[config.mk]
export PLATFORM = sky130hd
export DESIGN_NAME = seg_scan_reader
export DESIGN_NICKNAME = d
export VERILOG_FILES = /design/src/rtl/seg_pkg.sv /design/src/rtl/seg_pattern_dec.sv /design/src/rtl/seg_scan_reader.sv
export SDC_FILE = /design/constraint.sdc
export NUM_CORES = 1
export LEC_CHECK = 0
export ABC_AREA = 1
export CORE_MARGIN = 2
export CORE_UTILIZATION = 53
export DETAILED_ROUTE_END_ITERATION = 16
export PLACE_DENSITY = 0.89
export RECOVER_POWER = 25
export SLEW_MARGIN = 25
export SYNTH_ARGS = -nofsm -noshare
export SYNTH_HDL_FRONTEND = slang
export SYNTH_SLANG_ARGS = --single-unit
[constraint.sdc]
create_clock -name clk -period 1.9 [get_ports clk]
set_input_delay 0.38 -clock clk [delete_from_list [all_inputs] [get_ports clk]]
set_output_delay 0.38 -clock clk [all_outputs]
set_load 0.05 [all_outputs]
[src/rtl/seg_pkg.sv]
// Shared seven-segment definitions: segment bit order, hex glyph table and
// the forward (hex -> pattern) encoder used by the display driver side.
package seg_pkg;

    // Bit positions on the active-low common-anode segment bus.
    localparam int SEG_A  = 0;
    localparam int SEG_G  = 6;
    localparam int SEG_DP = 7;

    // All segments dark: the digit shows nothing.
    localparam logic [6:0] SEG_BLANK = 7'b1111111;

    // Result of looking a captured pattern up in the glyph table.
    typedef struct packed {
        logic [3:0] hex;
        logic       hit;
        logic       blank;
    } seg_dec_t;

    // Forward encoder: hex value to active-low g..a pattern.
    function automatic logic [6:0] seg_encode(input logic [3:0] value);
        logic [6:0] pat;
        case (value)
            4'h0:    pat = 7'b1000000;
            4'h1:    pat = 7'b1111001;
            4'h2:    pat = 7'b0100100;
            4'h3:    pat = 7'b0110000;
            4'h4:    pat = 7'b0011001;
            4'h5:    pat = 7'b0010010;
            4'h6:    pat = 7'b0000010;
            4'h7:    pat = 7'b1111000;
            4'h8:    pat = 7'b0000000;
            4'h9:    pat = 7'b0011000;
            4'hA:    pat = 7'b0001000;
            4'hB:    pat = 7'b0000011;
            4'hC:    pat = 7'b0100111;
            4'hD:    pat = 7'b0100001;
            4'hE:    pat = 7'b0000110;
            default: pat = 7'b0001110;
        endcase
        return pat;
    endfunction

endpackage

[src/rtl/seg_pattern_dec.sv]
// Reverse glyph lookup: segment pattern to hex value, with hit/blank flags.
module seg_pattern_dec
    import seg_pkg::*;
(
    input  logic [6:0] pattern,
    output seg_dec_t   dec
);

    // Compare against every glyph the forward encoder can produce.
    always_comb begin
        dec = '0;
        for (int i = 0; i < 16; i++) begin
            if (pattern == seg_encode(4'(i))) begin
                dec.hex = 4'(i);
                dec.hit = 1'b1;
            end
        end
        dec.blank = (pattern == SEG_BLANK);
    end

endmodule

[src/rtl/seg_scan_reader.sv]
// Recovers per-digit hex values from a multiplexed seven-segment scan by
// waiting for each anode/segment combination to settle before capturing it.
module seg_scan_reader
    import seg_pkg::*;
#(
    parameter int NDIG   = 4,
    parameter int SETTLE = 8
) (
    input  logic                clk,
    input  logic                rst,
    input  logic [NDIG-1:0]     an,
    input  logic [7:0]          led,
    output logic [4*NDIG-1:0]   bcd_out,
    output logic [NDIG-1:0]     dp_out,
    output logic [NDIG-1:0]     digit_ok,
    output logic                frame_valid,
    output logic                err_pattern,
    output logic                err_anode
);

    localparam logic [1:0] ST_IDLE   = 2'd0;
    localparam logic [1:0] ST_SETTLE = 2'd1;
    localparam logic [1:0] ST_HOLD   = 2'd2;

    // Counter value seen on the edge just before the capturing edge.
    localparam logic [7:0] CNT_LAST = 8'(SETTLE - 1);

    logic [1:0]          state_q, state_d;
    logic [7:0]          cnt_q, cnt_d;
    logic [NDIG-1:0]     an_q, an_d;
    logic [7:0]          led_q, led_d;
    logic [4*NDIG-1:0]   bcd_q, bcd_d;
    logic [NDIG-1:0]     dp_q, dp_d;
    logic [NDIG-1:0]     ok_q, ok_d;
    logic [NDIG-1:0]     seen_q, seen_d;
    logic                frame_valid_q, frame_valid_d;
    logic                err_pattern_q, err_pattern_d;
    logic                err_anode_q, err_anode_d;

    logic [NDIG-1:0]     an_low, an_low_q;
    logic                cur_multi, cur_single, prev_multi;
    logic                changed;
    logic                capture;
    logic [NDIG-1:0]     dig_cap;
    seg_dec_t            dec;

    // Anode classification: active-low enables turned into active-high.
    assign an_low     = ~an;
    assign an_low_q   = ~an_q;
    assign cur_multi  = |(an_low & (an_low - NDIG'(1)));
    assign cur_single = (|an_low) && !cur_multi;
    assign prev_multi = |(an_low_q & (an_low_q - NDIG'(1)));
    assign changed    = (an != an_q) || (led != led_q);

    // Capture works from the registered sample, which equals the pins when unchanged.
    seg_pattern_dec u_dec (
        .pattern (led_q[SEG_G:SEG_A]),
        .dec     (dec)
    );

    for (genvar gi = 0; gi < NDIG; gi++) begin : g_cap
        assign dig_cap[gi] = capture & an_low_q[gi];
    end

    // Settle FSM: any change restarts the window; a full quiet window captures.
    always_comb begin
        state_d     = state_q;
        cnt_d       = cnt_q;
        capture     = 1'b0;
        err_anode_d = 1'b0;
        an_d        = an;
        led_d       = led;
        if (changed) begin
            cnt_d       = 8'd0;
            state_d     = cur_single ? ST_SETTLE : ST_IDLE;
            err_anode_d = cur_multi && !prev_multi;
        end else if (state_q == ST_SETTLE) begin
            if (cnt_q == CNT_LAST) begin
                capture = 1'b1;
                state_d = ST_HOLD;
                cnt_d   = 8'd0;
            end else begin
                cnt_d = cnt_q + 8'd1;
            end
        end
    end

    // Digit registers and frame accounting driven by the capture strobe.
    always_comb begin
        bcd_d         = bcd_q;
        dp_d          = dp_q;
        ok_d          = ok_q;
        err_pattern_d = capture && !dec.hit && !dec.blank;
        for (int k = 0; k < NDIG; k++) begin
            if (dig_cap[k]) begin
                if (dec.hit) begin
                    bcd_d[4*k +: 4] = dec.hex;
                    dp_d[k]         = ~led_q[SEG_DP];
                    ok_d[k]         = 1'b1;
                end else if (dec.blank) begin
                    dp_d[k] = ~led_q[SEG_DP];
                    ok_d[k] = 1'b0;
                end else begin
                    ok_d[k] = 1'b0;
                end
            end
        end
        // A completed frame is reported one edge later; that edge opens the next frame.
        frame_valid_d = &seen_q;
        seen_d        = (&seen_q) ? dig_cap : (seen_q | dig_cap);
    end

    // State and output registers.
    always_ff @(posedge clk or posedge rst) begin
        if (rst) begin
            state_q       <= ST_IDLE;
            cnt_q         <= 8'd0;
            an_q          <= '1;
            led_q         <= '1;
            bcd_q         <= '0;
            dp_q          <= '0;
            ok_q          <= '0;
            seen_q        <= '0;
            frame_valid_q <= 1'b0;
            err_pattern_q <= 1'b0;
            err_anode_q   <= 1'b0;
        end else begin
            state_q       <= state_d;
            cnt_q         <= cnt_d;
            an_q          <= an_d;
            led_q         <= led_d;
            bcd_q         <= bcd_d;
            dp_q          <= dp_d;
            ok_q          <= ok_d;
            seen_q        <= seen_d;
            frame_valid_q <= frame_valid_d;
            err_pattern_q <= err_pattern_d;
            err_anode_q   <= err_anode_d;
        end
    end

    assign bcd_out     = bcd_q;
    assign dp_out      = dp_q;
    assign digit_ok    = ok_q;
    assign frame_valid = frame_valid_q;
    assign err_pattern = err_pattern_q;
    assign err_anode   = err_anode_q;

endmodule

* Word level (Yosys, flattened, before mapping)
Cells that the tools add are included.
Storage, ports and cells: logic and storage cells 110, bits of input ports 14, register bits after elaboration 53, output and inout port bits 27
Operators by class: reduce and logical (&&, ||, !) cells 26, multiplexer cells 31, bitwise gates (word level) 10, equal/unequal tests 20, add/sub/neg operators 3
Operators with widths (number):
- 2-to-1 mux 5 bit | 8
- equality test 7 x 6 -> 1 bit, second input constant | 4
- equality test 7 bit, second input constant | 4
- 2-to-1 mux 8 bit | 3
- equality test 7 x 5 -> 1 bit, second input constant | 3
- 2-to-1 mux 4 bit | 5
- AND reduction 2 bit | 9
- equality test 7 x 2 -> 1 bit, second input constant | 2
- equality test 7 x 4 -> 1 bit, second input constant | 2
- OR reduction 4 bit | 3
- 2-to-1 mux 1 bit | 9
- adder 8 x 1 -> 8 bit, second input constant | 1
- AND 4 bit | 2
- equality test 8 x 3 -> 1 bit, second input constant | 1
- 2-to-1 mux 2 bit | 4
- inequality test 8 bit | 1
- NOT 4 bit | 2
- subtractor 4 x 1 -> 4 bit, second input constant | 2
- equality test 7 x 3 -> 1 bit, second input constant | 1
- logical NOT 7 bit | 1
- 2-to-1 mux 3 bit | 2
- nonzero test 2 bit | 3
- AND 1 bit | 4
- logical AND 1 bit | 4
- 7 further kinds | 10

* Depth between registers and ports, before layout
Gate-level depths: netlist of the first run.
depth after elaboration 20, mapped depth 14, depth with buffers taken out 13

* Modules after synthesis
Synthesis of the first run repeated with hierarchy kept, for this count alone.
Second synthesis, totals: cells, all modules 343, area total of the unflattened synthesis 2746.4 µm²
By module, submodules not included:
- seg_scan_reader | instances 1, cells an instance 277, area an instance 2432.3 µm², sequential area each 1341.3 µm²
- seg_pattern_dec | instances 1, cells an instance 66, area an instance 314.1 µm², sequential area each 0.0 µm²

* Least setup slack after synthesis of the first run
No wires, ideal clock.
path type register -> register, from reg led_q[4], to reg bcd_q[13] (netlist: bcd_out[13]), cell stages (with the launch flop) 15, period minus slack after synthesis 1775 ps, path slack 125 ps, arrival time 1651 ps, buffers on the path 1, required time 1776 ps, setup time 124 ps, cells stage by stage dfstp_2 > inv_2 > nand2_1 > nand2_1 > nor2_1 > nand2_1 > nor2_2 > nand2_2 > inv_2 > nand2_2 > buf_6 > nor2_4 > nand2_4 > nand2_1 > o21ai_2
Between the ends: longest elaborated chain between the ends 18, elaborated cells between the ends (all ways) 37, classes of those cells eq/ne (16); mux (17); bitwise (1); reduce/logical (3)
RTL lines:
- start: declaration | RTL line seg_scan_reader.sv:31 | logic [7:0] led_q, led_d;
- start signal: assignment | RTL line seg_scan_reader.sv:131 | led_q <= led_d;
- equality test 7 bit | RTL line seg_pattern_dec.sv:13 | if (pattern == seg_encode(4'(i))) begin
- 2-to-1 mux 1 bit | RTL line seg_pattern_dec.sv:13
- 2-to-1 mux 2 bit | RTL line seg_pattern_dec.sv:13
- 2-to-1 mux 3 bit (2 in a row) | RTL line seg_pattern_dec.sv:13
- 2-to-1 mux 4 bit (4 in a row) | RTL line seg_pattern_dec.sv:13
- 2-to-1 mux 5 bit (8 in a row) | RTL line seg_pattern_dec.sv:13
- AND reduction 2 bit (no source line)
- end signal: assignment | RTL line seg_scan_reader.sv:120 | bcd_q <= '0;
- end signal: assignment | RTL line seg_scan_reader.sv:132 | bcd_q <= bcd_d;
- end: declaration | RTL line seg_scan_reader.sv:32 | logic [4*NDIG-1:0] bcd_q, bcd_d;
Several ways; a longest one is shown, not always the timed one. A chain may end at the register's enable or synchronous reset.

* Final worst setup path of the first run
from reg led_q[5], to reg dp_q[0] (netlist: dp_out[0])
Between the ends: longest elaborated chain between the ends 19, elaborated cells between the ends (all ways) 40, classes of those cells eq/ne (17); mux (18); bitwise (1); reduce/logical (4)
RTL lines:
- equality test 7 bit | RTL line seg_pattern_dec.sv:13
- 2-to-1 mux 1 bit | RTL line seg_pattern_dec.sv:13
- 2-to-1 mux 2 bit | RTL line seg_pattern_dec.sv:13
- 2-to-1 mux 3 bit (2 in a row) | RTL line seg_pattern_dec.sv:13
- 2-to-1 mux 4 bit (4 in a row) | RTL line seg_pattern_dec.sv:13
- 2-to-1 mux 5 bit (8 in a row) | RTL line seg_pattern_dec.sv:13
- nonzero test 2 bit (no source line)
- AND reduction 2 bit (no source line)
- end signal: assignment | RTL line seg_scan_reader.sv:133 | dp_q <= dp_d;
- end: declaration | RTL line seg_scan_reader.sv:33 | logic [NDIG-1:0] dp_q, dp_d;
Several ways; a longest one is shown, not always the timed one.

==> metrics, run 1 <==
Initial Util=54.6%; Final Power=2.04 mW; CTS Hold Bufs=0; Clock Path Buffers=2; yosys warns=0; HP Class=input port to asynchronous set/reset pin; CTS tree=done; routability cong.=0.972; clk_skew=0.00394 ns; Crit. Startpoint=led_q[5]; commonest non-fill, non-tap cells in the layout=71 x nand2_1, 41 x dfrtp_1, 38 x inv_1, 32 x buf_4, 30 x clkdlybuf4s50_1; r2r endpoint=dp_out[0]; first-pass GRT wire length=9.40 mm; Final #Nets=407; Setup crit end=dp_out[0]; DIE WIDTH=73.3 um; die area=0.00537 mm^2; Initial DRC Count=182; maximum VDD drop=0.346 mV; TritonCTS Buffers=5; Fmax achieved=493 MHz; final worst setup slack=-0.130 ns; hold_ws=0.357 ns; final slew viol count=0; share of cells above drive strength 1=29.0%; Least-Margin Pin Slew=0.692 ns; H-Tree Depth=2; leakage=1.83 nW; slack of the worst reg-to-reg path=-0.13 ns; global route overflow=0; via count=2465; Core Region=0.00466 mm^2; P&R area growth vs syn=40.3%; Final Hold Viols=0; sequential area share after synthesis=52.7%; largest net degree at the start of global routing=30; initial antenna violation count=0; status=complete, but fails checks; Final Setup Violations=24; Worst-path clk slew=0.09 ns; Power Density=572 mW/mm^2; Die Height=73.3 um; Avg WL per Cell=15.0 um; Critical Path End Type=flip-flop; RSZ-0062 raised after global routing=yes; Max-slew headroom=53.5%; GR Layer Usage met3=5.35%; Final Core Density=76.6%; CP Class=flip-flop to flip-flop; DP Wirelength=4.11 mm; Ant. Diodes=0; busiest grt layer=met2; M2 GR Usage=37.8%; DR DRC count=0; gr usage total=22.8%; commonest non-fill, non-tap cell in the layout=nand2_1; Crit path required time=2.14 ns; synthesized cell area=0.00254 mm^2; #FFs+latches synth=53; r2r startpoint=led_q[5]; min Tclk post-route=2.03 ns; total wire length=6.69 mm; max_cap viols=0; clock sinks=53; period utilization=107%; remaining antenna violation count=0; num rows=25; critical path peak fanout=6; Register-to-Register Path Depth=10; dpl cell area=0.00315 mm^2; post-synth cell types=27; Port Buffers=40; syn_nets=329; IO Count=41; kind of start point of the critical path=flip-flop; failing checks=setup timing; number of global-route vias before repair=2137; Critical Path AT=2.27 ns; CTS root buf=clkbuf_8; met1 Resource Use GR=28.7%; Clk Latency, worst-skew pair=0.31 ns; design area=0.00357 mm^2; vias per inst=5.51; DR pass1 iterations=4; Synth Instances=314; syn avg cell area=8.10 um^2
## cells in the mapped netlist
master    number  area share (%)
xor2_1         1            0.34
o31ai_1        1            0.30
nand2_2        5             1.2
a21oi_1       10             2.0
inv_2          8             1.2
buf_6          1            0.44
nor2_1        29             4.3
o21ai_2        3             1.0
ha_1           1            0.49
or2_0          1            0.25
dfrtp_1       41              40
nand3_1       15             2.9
inv_1         40             5.9
nand2_4        2            0.88
o211ai_1       2            0.59
nor4_1         3            0.74
nor2_2         5             1.2
o21bai_1       1            0.30
o21ai_1        1            0.20
o21a_1         1            0.30
nor3_1         8             1.6
nand2_1       86              13
nand4_1       10             2.5
nor2_4         2            0.88
dfstp_2       12              12
o21ai_0       21             4.1
o22ai_1        4            0.98
## worst max-delay path, cell delays in order (launching register included)
cell	delay (ns)
dfstp_2	0.62
nor2_4	0.05
nand2_2	0.10
inv_2	0.07
a21oi_2	0.18
o211ai_1	0.21
nor2_4	0.28
nand3_4	0.16
nand2_2	0.14
nand2_1	0.07
o21ai_1	0.08
## report_power, final
part / internal (mW) / total, mW / switching [mW] / leakage (nW)
registers: 1.16 / 1.17 / 0.0174 / 0.697
clock network: 0.261 / 0.622 / 0.361 / 0.0385
logic: 0.0957 / 0.245 / 0.150 / 1.09
## metal layers
metal  wire [um]  up-vias
met5           0        -
met1        2660     1152
li1            -     1166
met3         384       32
met4         302        0
met2        3340      115
## registers in the layout (all words and copies together) (netlist names)
signal       flops
bcd_out         16
digit_ok         4
frame_valid      1
err_anode        1
seen_q           4
an_q             4
err_pattern      1
state_q          2
cnt_q            8
dp_out           4
led_q            8
## how the worst min path moves through the flow
stage | to | slack [ns] | cells past startpoint
2_1_floorplan | an_q[0] | 0.38 | 0
3_3_place_gp | bcd_out[14] | 0.46 | 2
3_5_place_dp | bcd_out[13] | 0.47 | 2
4_1_cts | cnt_q[1] | 0.36 | 2
5_1_grt | dp_out[1] | 0.39 | 2
6_report | cnt_q[2] | 0.36 | 2
## layout make-up
| class | count | area (um^2) |
|---|---|---|
| timing repair buffer | 72 | 669 |
| multi-input combinational | 212 | 1230 |
| tap | 54 | 67.6 |
| fill | 271 | 1090 |
| inverter | 48 | 180 |
| clock buffer | 7 | 76.3 |
| sequential | 53 | 1340 |
| clock inverter | 1 | 7.51 |
## logic make-up (layout without fill, tap and decap cells)
logic type | count (synthesis) | after routing | share of synthesized area [%]
buffers and inverters | 49 | 128 | 7.52
AND/OR/NAND/NOR | 166 | 166 | 29.2
XOR/XNOR | 1 | 1 | 0.344
adder cells (fa/ha/maj) | 1 | 1 | 0.492
flip-flops | 53 | 53 | 52.7
AO/OA/AOI/OAI | 44 | 44 | 9.78
## what timing repair did
| item | 4_1_cts | 5_1_grt |
|---|---|---|
| setup buffers | 3 | 9 |
| endpoints found under the setup margin | 11 | 40 |
| pin swaps | 3 | 23 |
| resized for setup | 5 | 66 |
## stage by stage
| stage | setup WS (ns) | setup TNS, ns | cells |
|---|---|---|---|
| after floorplan | 0.125 | 0 | 314 |
| after global routing | -0.236 | -5.00 | 447 |
| final | -0.130 | -1.89 | 447 |
| after CTS | -0.0102 | -0.0189 | 438 |
| after global placement | -0.288 | -7.41 | 427 |
| after detailed placement | -0.385 | -9.58 | 427 |
No activity file was read; power rests on OpenSTA's default activity.
==> run 2, diff against run 1 <==
==> constraint.sdc (replaced) <==
create_clock -name clk -period 2.2 [get_ports clk]
set_input_delay 0.44 -clock clk [delete_from_list [all_inputs] [get_ports clk]]
set_output_delay 0.44 -clock clk [all_outputs]
set_load 0.05 [all_outputs]
==> metrics, run 2 (same netlist as run 1, synthesis figures left out) <==
status=completed; Sw Share=23.6%; Most Frequent Cell on Critical Path=nand2_1; vias per inst=5.35; Final Instance Count excl. Fillers=426; final slew viol count=0; Placed Instances=418; num rows=25; met1 Resource Use GR=28.4%; CTS tree=done; Final Setup Violations=0; Final Core Density=68.9%; maximum VDD drop=0.334 mV; busiest grt layer=met2; gr usage total=22.1%; kind of start point of the critical path=input port; TNS Setup=0 ns; M2 GR Usage=36.5%; initial antenna violation count=0; Crit. Startpoint=led[6]; Clock Path Buffers=2; Reg power frac=55.8%; Max-slew headroom=31.3%; routability cong.=0.977; Final #Nets=386; Least-Margin Pin Slew=1.03 ns; Slowest Stage Delay on Critical Path=0.57 ns; Net Switching=431 uW; slowest stage cell on the critical path=dlygate4sd3_1; HP Start=bcd_out[1]; Critical Path AT=2.21 ns; Clk Latency, worst-skew pair=0.31 ns; critical-path cell list=dlygate4sd3_1, inv_1, nand2_1, nand2_1, nor2_1, nand2_1, nor2_2, nand2_2, inv_2, nand2_2, nor2_2, nand2_2, nand2_1, o21ai_0; IO Count=41; Worst-path clk slew=0.09 ns; Power Density=568 mW/mm^2; DIE WIDTH=73.3 um; largest net degree at the start of global routing=29; critical path peak fanout=8; Die Height=73.3 um; slack of the worst reg-to-reg path=0.20 ns; DR DRC count=0; GR Layer Usage met3=4.66%; clock power share=35.9%; max FFs per register=16; commonest non-fill, non-tap cell in the layout=nand2_1; H-Tree Depth=2; CTS root buf=clkbuf_8; Fmax achieved=493 MHz; P&R area growth vs syn=26.2%; dpl cell area=0.00310 mm^2; HP Class=flip-flop to flip-flop; first-pass GRT wire length=9.19 mm; Core Region=0.00466 mm^2; worst slack, placed=-0.102 ns; global route overflow=0; RSZ-0062 raised after global routing=no; r2r startpoint=led_q[5]; delay-heaviest family, CP=simple AND/OR/NAND/NOR gates; TritonCTS Buffers=5; Initial Util=54.6%; commonest non-fill, non-tap cells in the layout=86 x nand2_1, 41 x dfrtp_1, 40 x inv_1, 34 x clkdlybuf4s50_1, 29 x nor2_1; via count=2280; Initial DRC Count=142; die area=0.00537 mm^2; design area=0.00321 mm^2; remaining antenna violation count=0; total wire length=5.56 mm; CP Class=input port to flip-flop; DR pass1 iterations=5; Int Pwr=1.39 mW; Ant. Diodes=0; max_cap viols=0; period utilization=92.2%; Critical Path End Type=flip-flop; DP Wirelength=4.14 mm; min Tclk post-route=2.03 ns; Crit path buffers/inverters=3; leakage=1.56 nW; clock sinks=53; Crit path required time=2.39 ns; CTS Hold Bufs=0; part of the total power dissipated in combinational logic=8.3%; Port Buffers=40; share of cells above drive strength 1=15.1%; clk_skew=0.00689 ns; Avg WL per Cell=13.0 um; Final Hold Viols=0; # fillers=367; number of global-route vias before repair=2079; final worst setup slack=0.171 ns
==> run 2: cell types whose count changed in the layout (fill, tap and decap cells not counted), sizes merged <==
cell / before / now
bufinv: 0 / 1
clkinv: 0 / 1
dlymetal6s2s: 6 / 0
clkdlybuf4s50: 30 / 34
dlygate4sd3: 0 / 6
buf: 36 / 11
clkinvlp: 1 / 0
clkbuf: 7 / 6
==> run 2: cell type report <==
type,instances,area [um^2],area share (%)
Clock buffer,6,72.6,2.26
Clock inverter,2,35.0,1.09
Inverter,48,180,5.61
Multi-Input combinational cell,212,1020,31.7
Sequential cell,53,1340,41.8
Tap cell,54,67.6,2.10
Timing Repair Buffer,51,495,15.4
==> run 2: path summary, 6_finish.rpt <==
kind / to / cells after the start
setup / recovery: bcd_out[10] / 14
hold / removal: bcd_out[1] / 2
setup reg to reg: dp_out[0] / 11
hold reg to reg: bcd_out[1] / 2
max in group asynchronous: seen_q[3] / 3
min in group asynchronous: bcd_out[14] / 2
==> run 2: per-stage QoR <==
| stage | hold slack (ns) | power, mW |
|---|---|---|
| after floorplan | 0.444 | 1.12 |
| after global placement | 0.463 | 1.18 |
| after detailed placement | 0.472 | 1.19 |
| after CTS | 0.495 | 1.84 |
| after global routing | 0.521 | 1.89 |
| final | 0.490 | 1.83 |
==> run 2: power groups by stage <==
stage / Combinational [mW] / Clock, mW / Sequential [mW]
finish: 0.152 / 0.655 / 1.02
global route: 0.173 / 0.695 / 1.02
CTS: 0.156 / 0.665 / 1.02
detailed placement: 0.155 / 0 / 1.04
global placement: 0.150 / 0 / 1.03
floorplan: 0.0837 / 0 / 1.04
==> run 2: what timing repair did <==
action | 4_1_cts | 5_1_grt
buffers inserted | 0 | 0
gates resized for setup | 0 | 1
endpoints found under the setup margin | 0 | 4
==> run 2: worst register-to-register path, cell delays in order, from the launching register on <==
cell and delay, ns:
dfstp_2 0.59, nor2_1 0.07, nand2_1 0.12, inv_2 0.07, nand3_1 0.11, o21a_1 0.16, nand2_1 0.10, nor2_4 0.21
nand3_1 0.20, nand2_1 0.13, nand2_1 0.05, o21ai_0 0.09
==> run 2: routing by layer <==
layer  vias up  wire length [um]
li1       1125                 -
met1      1073              2480
met2        72              2730
met3        10               230
met4         0               115
met5         -                 0
==> run 3, diff against run 2 <==
--- a/config.mk
+++ b/config.mk
@@ -8,6 +8,7 @@
 export ABC_AREA = 1
 export CORE_MARGIN = 2
 export CORE_UTILIZATION = 53
+export CTS_CLUSTER_SIZE = 24
 export DETAILED_ROUTE_END_ITERATION = 16
 export PLACE_DENSITY = 0.89
 export RECOVER_POWER = 25
==> results of run 3 <==
The final DEF is identical to that of run 2; final timing and power are the same.
